[src/rtl/bus_timer.sv]
// bus_timer: memory-mapped countdown timer (CTRL/PRESET/COUNT at BASE_ADDR) driving irq.
// Define BUS_TIMER_RELOAD_EN to enable MODE 01 auto-reload; otherwise MODE is hardwired to 00.
module bus_timer #(
  parameter logic [31:0] BASE_ADDR = 32'h0000_7F00
) (
  input  logic        clk,
  input  logic        reset,
  input  logic [31:0] addr,
  input  logic [3:0]  byteen,
  input  logic [31:0] wdata,
  output logic [31:0] rdata,
  output logic        hit,
  output logic        irq
);

  typedef enum logic [1:0] {IDLE, LOAD, CNT, INT} state_t;

`ifdef BUS_TIMER_RELOAD_EN
  localparam logic [3:0] CTRL_WMASK = 4'hF;
`else
  localparam logic [3:0] CTRL_WMASK = 4'h9;
`endif

  state_t      state_q, state_d;
  logic [3:0]  ctrl_q, ctrl_d;
  logic [31:0] preset_q, preset_d;
  logic [31:0] count_q, count_d;
  logic        irq_flag_q, irq_flag_d;
  logic        irq_q, irq_d;

  logic [29:0] word_off;
  logic        wr_ctrl, wr_preset;
  logic [3:0]  ctrl_wr;
  logic        reload_mode;
  logic        addr_lsb_unused;

  assign addr_lsb_unused = ^addr[1:0];

  assign word_off    = addr[31:2] - BASE_ADDR[31:2];
  assign hit         = (word_off < 30'd3);
  assign wr_ctrl     = hit && (|byteen) && (word_off[1:0] == 2'd0);
  assign wr_preset   = hit && (|byteen) && (word_off[1:0] == 2'd1);
  assign ctrl_wr     = byteen[0] ? (wdata[3:0] & CTRL_WMASK) : ctrl_q;
  assign reload_mode = (ctrl_q[2:1] == 2'b01);

  always_comb begin
    rdata = 32'd0;
    if (hit) begin
      case (word_off[1:0])
        2'd0:    rdata = {28'd0, ctrl_q};
        2'd1:    rdata = preset_q;
        2'd2:    rdata = count_q;
        default: rdata = 32'd0;
      endcase
    end
  end

  always_comb begin
    state_d    = state_q;
    ctrl_d     = ctrl_q;
    preset_d   = preset_q;
    count_d    = count_q;
    irq_flag_d = irq_flag_q;

    case (state_q)
      IDLE: if (ctrl_q[0]) state_d = LOAD;
      LOAD: begin
        count_d = preset_q;
        state_d = CNT;
      end
      CNT: begin
        if (!ctrl_q[0]) begin
          state_d = IDLE;
        end else if (count_q == 32'd0) begin
          state_d = INT;
        end else begin
          count_d = count_q - 32'd1;
        end
      end
      INT: begin
        if (reload_mode) begin
          state_d = LOAD;
        end else begin
          ctrl_d[0] = 1'b0;
          state_d   = IDLE;
        end
      end
      default: state_d = IDLE;
    endcase

    // Clears first so that a same-cycle expiry set takes priority.
    if (wr_ctrl || (state_q == INT && reload_mode)) irq_flag_d = 1'b0;
    if (state_q == CNT && ctrl_q[0] && count_q == 32'd0) irq_flag_d = 1'b1;

    // A CTRL write overrides the one-shot EN clear; unwritten lanes keep the pre-edge value.
    if (wr_ctrl) ctrl_d = ctrl_wr;

    if (wr_preset) begin
      for (int i = 0; i < 4; i++) begin
        if (byteen[i]) preset_d[8*i +: 8] = wdata[8*i +: 8];
      end
    end

    irq_d = ctrl_d[3] & irq_flag_d;
  end

  always_ff @(posedge clk) begin
    if (!reset) begin
      state_q    <= IDLE;
      ctrl_q     <= 4'd0;
      preset_q   <= 32'd0;
      count_q    <= 32'd0;
      irq_flag_q <= 1'b0;
      irq_q      <= 1'b0;
    end else begin
      state_q    <= state_d;
      ctrl_q     <= ctrl_d;
      preset_q   <= preset_d;
      count_q    <= count_d;
      irq_flag_q <= irq_flag_d;
      irq_q      <= irq_d;
    end
  end

  assign irq = irq_q;

endmodule
[config.mk]
export PLATFORM = sky130hd
export DESIGN_NAME = bus_timer
export DESIGN_NICKNAME = d
export VERILOG_FILES = /design/src/rtl/bus_timer.sv
export SDC_FILE = /design/constraint.sdc
export NUM_CORES = 1
export LEC_CHECK = 0
export CAP_MARGIN = 20
export CORE_ASPECT_RATIO = 0.8
export CORE_MARGIN = 5
export CORE_UTILIZATION = 46
export CTS_CLUSTER_SIZE = 16
export DETAILED_ROUTE_END_ITERATION = 16
export GPL_TIMING_DRIVEN = 0
export PLACE_DENSITY = 0.75
export SYNTH_ARGS = -nofsm -noshare
export SYNTH_HDL_FRONTEND = slang
export SYNTH_SLANG_ARGS = --single-unit
[constraint.sdc]
create_clock -name clk -period 2.85 [get_ports clk]
set_input_delay 0.4275 -clock clk [delete_from_list [all_inputs] [get_ports clk]]
set_output_delay 0.4275 -clock clk [all_outputs]
set_load 0.005 [all_outputs]
==> metrics.md, run 1 <==
| Metric | Value |
|---|---|
| Core area | `9150 um^2` |
| Vias | `5,284` |
| Clock sinks | `70` |
| CP Capture Type | `output pin` |
| VDD IR max | `235 uV` |
| Final Slew Violations | `0` |
| HP Class | `register to register` |
| Vias per cell | `6.46` |
| FF-to-FF End | `count_q[15]` |
| Height of the die | `97.0 um` |
| Asr flop ratio synth | `0` |
| Unrepaired setup endpoints after global routing | `yes` |
| Hold EP | `preset_q[5]` |
| Final Wtd Congestion | `0.934` |
| Largest net degree at the start of global routing | `12` |
| Clock Tree Buf Depth | `2` |
| H-tree depth | `3` |
| # rows | `31` |
| Initial antenna violation count | `0` |
| Port Buffers | `99` |
| Num ports | `104` |
| CP startpoint | `addr[13]` |
| Final Non-Filler Cells | `818` |
| DRC viols | `0` |
| Worst R2R Path Depth | `7` |
| Post-synth EDFFs | `0` |
| Critical Path RT | `2.42 ns` |
| Commonest cells post-synth | `94 x nand2_1, 70 x dfxtp_1, 68 x nor2_1` |
| Global-route wire length before repair | `28.2 mm` |
| Crit path max fanout | `5` |
| Ys flop type | `dfxtp_1` |
| Setup TNS | `-0.0150 ns` |
| Slew of the pin with the lowest slew margin | `0.811 ns` |
| Worst-Skew Late Latency | `0.34 ns` |
| Max Clock Skew | `0.00778 ns` |
| FMAX | `0.349 GHz` |
| Synthesis Warnings | `0` |
| Hold Buf Count CTS | `0` |
| Initial core utilization | `0.476` |
| Area grow syn2layout | `38.7%` |
| Post-Synthesis Cells | `578` |
| FF+latch count, synth | `70` |
| Total die area | `11,500 um^2` |
| DR iter-0 viols | `774` |
| Total grt overflow | `0` |
| Root buf cell | `clkbuf_16` |
| Crit path time final | `2.87 ns` |
| Mapped Area | `4360 um^2` |
| Endpoints failing setup | `1` |
| Layout Nets | `769` |
| Fin. Hold Viols | `0` |
| Crit path launch type | `input port` |
| Synth top area cells | `dfxtp_1 32%, mux2i_1 8.5%, nand2_1 8.1%, nor2_1 5.9%, a22oi_1 5.7%` |
| Overall Power | `2.22 mW` |
| Most common cell in the netlist | `nand2_1` |
| Status | `complete, but fails checks` |
| Crit path DAT | `2.44 ns` |
| Failing checks | `negative setup slack` |
| Final ANT Viol Nets | `0` |
| Post-Place Setup Slack | `-0.567 ns` |
| Core Util, Final | `0.660` |
| Post-DP HPWL | `12.5 mm` |
| Final Cycle Share | `1.01` |
| Clock transition at the registers of the reported paths | `0.06 ns` |
| Cell taking the most area after synthesis | `dfxtp_1` |
| Share of the synthesized area in the top cell type | `0.322` |
| Synth unique cells | `52` |
| Max cap viols | `0` |
| GRT Total Usage | `0.305` |
| Worst hold slack | `0.471 ns` |
| Post-Route WL | `18.0 mm` |
| Avg Inst Size Synth | `7.54 um^2` |
| Routed len/inst | `22.0 um` |
| Pre-antenna DRT Iters | `6` |
| Finished Cell Area | `6040 um^2` |
| Filler cells | `812` |
| HP Start | `preset_q[5]` |
| Die Width | `119 um` |
| Layout cells sized above 1 | `0.114` |
| Leakage power | `2.38 nW` |
| Hold Crit Depth | `2` |
| Placed cell areas | `5500 um^2` |
| Power per cell area | `367 nW/um^2` |
| Vias in the first global route | `5,192` |
| Worst slew margin | `0.459` |
| Syn Nets | `649` |
| Crit Path Class | `input port to output pin` |
| Register area share after synthesis | `0.322` |
| FF-to-FF setup slack | `0.04 ns` |
| RR Startpoint | `count_q[8]` |
| TritonCTS buffer count | `9` |
| DP Cell Count | `792` |
| Setup slack after layout | `-0.0150 ns` |
| CTS tree | `built` |
| Antenna fix cells | `0` |
-- how the worst max path moves through the flow --
stage / end / slack [ns] / cells after the start
after floorplan: count_q[29] / 0.17 / 9
after global placement: count_q[26] / -0.73 / 9
after detailed placement: rdata[19] / -0.57 / 8
after CTS: rdata[27] / -0.13 / 7
after global routing: rdata[0] / -0.09 / 6
final: rdata[0] / -0.02 / 6
-- cells by family (layout without fill, tap and decap cells) --
family	after synthesis	after routing	synth area share
flip-flops	70	70	0.322
AO/OA/AOI/OAI	152	152	0.251
adder cells (fa/ha/maj)	1	1	0.00287
multiplexers	37	37	0.0850
AND/OR/NAND/NOR	254	254	0.276
buffers and inverters	64	189	0.0640
-- flip-flops by register name, summed over array words and instances (netlist names) --
register    count
count_q        32
ctrl_q          2
preset_q       32
irq             1
irq_flag_q      1
state_q         2
-- cells in the final DEF (no fill, tap or decap), types with 4 or more instances in the layout --
master,n
nor4_1,7
buf_4,13
nor3_1,19
o21ai_0,8
o311ai_0,9
nand4_1,5
nor2b_1,4
a31oi_1,11
a21oi_1,30
clkbuf_1,38
mux2i_1,37
a211o_1,4
nand3_1,15
nor4_2,4
dfxtp_1,69
clkdlybuf4s50_1,59
dlymetal6s2s_1,20
o32ai_1,5
and3_1,5
a22oi_1,33
inv_1,6
buf_6,4
a32oi_1,6
or4_4,4
clkbuf_16,10
clkbuf_2,13
clkinv_2,5
or3_1,5
o41ai_1,5
dlygate4sd2_1,10
nor2_1,65
o31ai_1,23
nand2_1,94
-- area by class of cell --
class                           instances  area, um^2  share of cell area
Buffer                                 53         287              0.0474
Timing Repair Buffer                  114        1130               0.188
Multi-Input combinational cell        444        2790               0.461
Inverter                                6        22.5             0.00373
Tap cell                              115         144              0.0238
Clock buffer                           11         243              0.0402
Clock inverter                          5        25.0             0.00414
Sequential cell                        70        1410               0.232
-- timing repair --
item | CTS | global route
endpoints found under the setup margin | 73 | 50
pin swaps | 3 | 12
resized for setup | 51 | 57
gates cloned | 1 | 0
buffers inserted | 8 | 6
-- report_power, final --
group	total (mW)	switching [mW]	leakage, nW	internal (mW)
Clock	1.05	0.444	0.139	0.606
Combinational	0.189	0.0935	1.67	0.0960
Sequential	0.977	0.000000000369	0.564	0.977
-- critical path, cell delays in order --
cell and delay, ns:
clkdlybuf4s50_1 0.45, nand4b_1 0.12, a211o_1 0.32, or3_4 0.46, nor2_1 0.14, clkdlybuf4s50_1 0.52
-- per-layer routing --
layer	vias up	wire length, um	GRT usage
met4	0	601	0.114
met5	-	0	0
met2	345	7840	0.460
met1	2503	7460	0.414
li1	2380	-	-
met3	56	2090	0.0845
Note: power is estimated with default switching activity, not from simulation.
==> run 2, diff against run 1 <==
--- a/config.mk
+++ b/config.mk
@@ -8,11 +8,11 @@
 export CAP_MARGIN = 20
 export CORE_ASPECT_RATIO = 0.8
 export CORE_MARGIN = 5
-export CORE_UTILIZATION = 46
+export CORE_UTILIZATION = 30
 export CTS_CLUSTER_SIZE = 16
 export DETAILED_ROUTE_END_ITERATION = 16
 export GPL_TIMING_DRIVEN = 0
-export PLACE_DENSITY = 0.75
+export PLACE_DENSITY = 0.52
 export SYNTH_ARGS = -nofsm -noshare
 export SYNTH_HDL_FRONTEND = slang
 export SYNTH_SLANG_ARGS = --single-unit
==> metrics.md, run 2 (synthesis results as in run 1) <==
| Metric | Value |
|---|---|
| FF-to-FF setup slack | `0.07 ns (+0.03 ns)` |
| GRT met1 Usage | `0.317 (-0.0966)` |
| Placed cell areas | `5580 um^2 (+1.6%)` |
| Clock sinks | `70 (unchanged)` |
| Reg area | `1410 um^2 (about the same)` |
| Filler cells | `1,488 (+83%)` |
| Layout Nets | `766 (-0.39%)` |
| Slew of the pin with the lowest slew margin | `0.807 ns (-0.00354 ns)` |
| Root buf cell | `clkbuf_16` |
| VDD IR max | `249 uV (+5.9%)` |
| Critical Path RT | `2.42 ns (about the same)` |
| Routed len/inst | `20.8 um (-5.2%)` |
| Core area | `14,200 um^2 (+56%)` |
| Power per cell area | `393 nW/um^2 (+7.1%)` |
| Post-Route WL | `18.4 mm (+2.4%)` |
| Crit path launch type | `input port` |
| Multi-input logic area | `2760 um^2 (-0.85%)` |
| Unrepaired setup endpoints after global routing | `yes` |
| DRC viols | `0 (unchanged)` |
| Max Clock Skew | `0.00635 ns (-0.00143 ns)` |
| CTS tree | `built` |
| Pre-antenna DRT Iters | `5 (-1)` |
| Initial antenna violation count | `0 (unchanged)` |
| M3 GR Usage | `0.0577 (-0.0269)` |
| CP Capture Type | `output pin` |
| Crit path time final | `2.81 ns (-0.0517 ns)` |
| Initial core utilization | `0.306 (-0.170)` |
| Final Wtd Congestion | `0.925 (-0.96%)` |
| FMAX | `0.355 GHz (+1.8%)` |
| Slowest stage delay, CP | `0.53 ns (about the same)` |
| Worst-Skew Late Latency | `0.34 ns (about the same)` |
| Height of the die | `118 um (+21%)` |
| Top flop regs | `count_q: 32 flops, preset_q: 32 flops` |
| Fin. Hold Viols | `0 (unchanged)` |
| Final Slew Violations | `0 (unchanged)` |
| Clock transition at the registers of the reported paths | `0.06 ns (about the same)` |
| Vias per cell | `5.73 (-11%)` |
| GRT Total Usage | `0.218 (-0.0872)` |
| Worst path cell trace | `clkdlybuf4s50_1 -> nor4_2 -> nand4_1 -> or3_4 -> buf_8 -> nor2_1 -> clkdlybuf4s15_1` |
| Busiest grt layer | `met2` |
| Leakage power | `2.07 nW (-13%)` |
| Final Cycle Share | `0.987 (-0.0181)` |
| Finished Cell Area | `5990 um^2 (-0.95%)` |
| Status | `completed` |
| DR iter-0 viols | `504 (-35%)` |
| Total die area | `17,000 um^2 (+48%)` |
| Port Buffers | `99 (unchanged)` |
| Global-route wire length before repair | `29.0 mm (+2.8%)` |
| Final ANT Viol Nets | `0 (unchanged)` |
| Max cap viols | `0 (unchanged)` |
| Antenna fix cells | `0 (unchanged)` |
| HP Class | `register to register` |
| Crit Path Class | `input port to output pin` |
| Clock Tree Buf Depth | `2 (unchanged)` |
| Num ports | `104 (unchanged)` |
| Crit path max fanout | `10 (+5)` |
| Worst slew margin | `0.462 (+0.00236)` |
| Crit path DAT | `2.39 ns (-0.05 ns)` |
| Core Util, Final | `0.420 (-0.240)` |
| Met2 usage | `0.321 (-0.140)` |
| Area grow syn2layout | `37.4%` |
| Vias in the first global route | `5,090 (-2.0%)` |
| Most frequent cells in the layout | `94 x nand2_1, 66 x nor2_1, 66 x dfxtp_1` |
| # rows | `39 (+26%)` |
| TritonCTS buffer count | `9 (unchanged)` |
| Die Width | `145 um (+22%)` |
| Overall Power | `2.35 mW (+6.1%)` |
| Hold Buf Count CTS | `0 (unchanged)` |
| Vias | `5,064 (-4.2%)` |
| Layout cells sized above 1 | `0.139 (+0.0248)` |
| Largest net degree at the start of global routing | `13 (+1)` |
| H-tree depth | `3 (unchanged)` |
| Critical path's slowest cell | `or3_4` |
| Endpoints failing setup | `0 (-1)` |
| Post-DP HPWL | `13.4 mm (+7.2%)` |
| Commonest non-fill, non-tap cell in the layout | `nand2_1` |
| Total grt overflow | `0 (unchanged)` |
-- run 2: cell types whose count changed in the layout (fill, tap and decap cells not counted), moves of 2 or more --
cell             previous run  this run
buf_2                       3         0
buf_4                      13        10
clkbuf_2                   13        35
clkdlybuf4s50_1            59        65
clkinv_2                    5         1
clkinvlp_4                  0         3
dfxtp_1                    69        66
dfxtp_2                     0         4
dlygate4sd2_1              10         3
dlymetal6s2s_1             20         2
nor4_1                      7         9
nor4_2                      4         2
-- run 2: layer usage --
metal  up-vias  wire length, um
met3        24             1780
li1       2375                -
met1      2388             8660
met2       277             7720
met5         -                0
met4         0              268
-- run 2: area by class of cell --
type	instances	share of cell area
multi-input combinational	444	0.461
sequential	70	0.235
timing repair buffer	108	0.159
buffer	56	0.0508
clock buffer	11	0.0422
tap	184	0.0385
clock inverter	5	0.00961
inverter	6	0.00418
-- run 2: power by group --
part / internal (mW) / switching, mW
Clock: 0.724 / 0.466
Sequential: 0.978 / 0.000000000392
Combinational: 0.0959 / 0.0880
Total: 1.80 / 0.554
-- run 2: critical path: cells and delay by family --
kind / cells / cell delay [ns]
simple gates: 4 / 1.13
buf+inv: 3 / 0.83
-- run 2: worst paths after layout --
check                                   from      endpoint  cells past startpoint
worst min-delay path            preset_q[11]  preset_q[11]                      2
worst max-delay path                addr[26]      rdata[3]                      7
worst max register to register    count_q[6]   count_q[19]                      7
worst min register to register  preset_q[11]  preset_q[11]                      2
-- run 2: repair_timing --
action                     CTS  global route
setup endpoints to repair   87            63
buffers inserted             3             5
pin swaps                    2             9
gates resized for setup     67            70
cloned                       1             0
-- run 2: per-stage QoR --
step           hold slack (ns)  setup slack, ns  TNS [ns]  std cells
2_1_floorplan            0.443            0.172         0        578
3_3_place_gp             0.468           -0.727    -52.18        861
3_5_place_dp             0.468           -0.653    -35.42        861
4_1_cts                  0.485          0.00275         0        879
5_1_grt                  0.508          -0.0750    -0.137        884
6_report                 0.484           0.0367         0        884
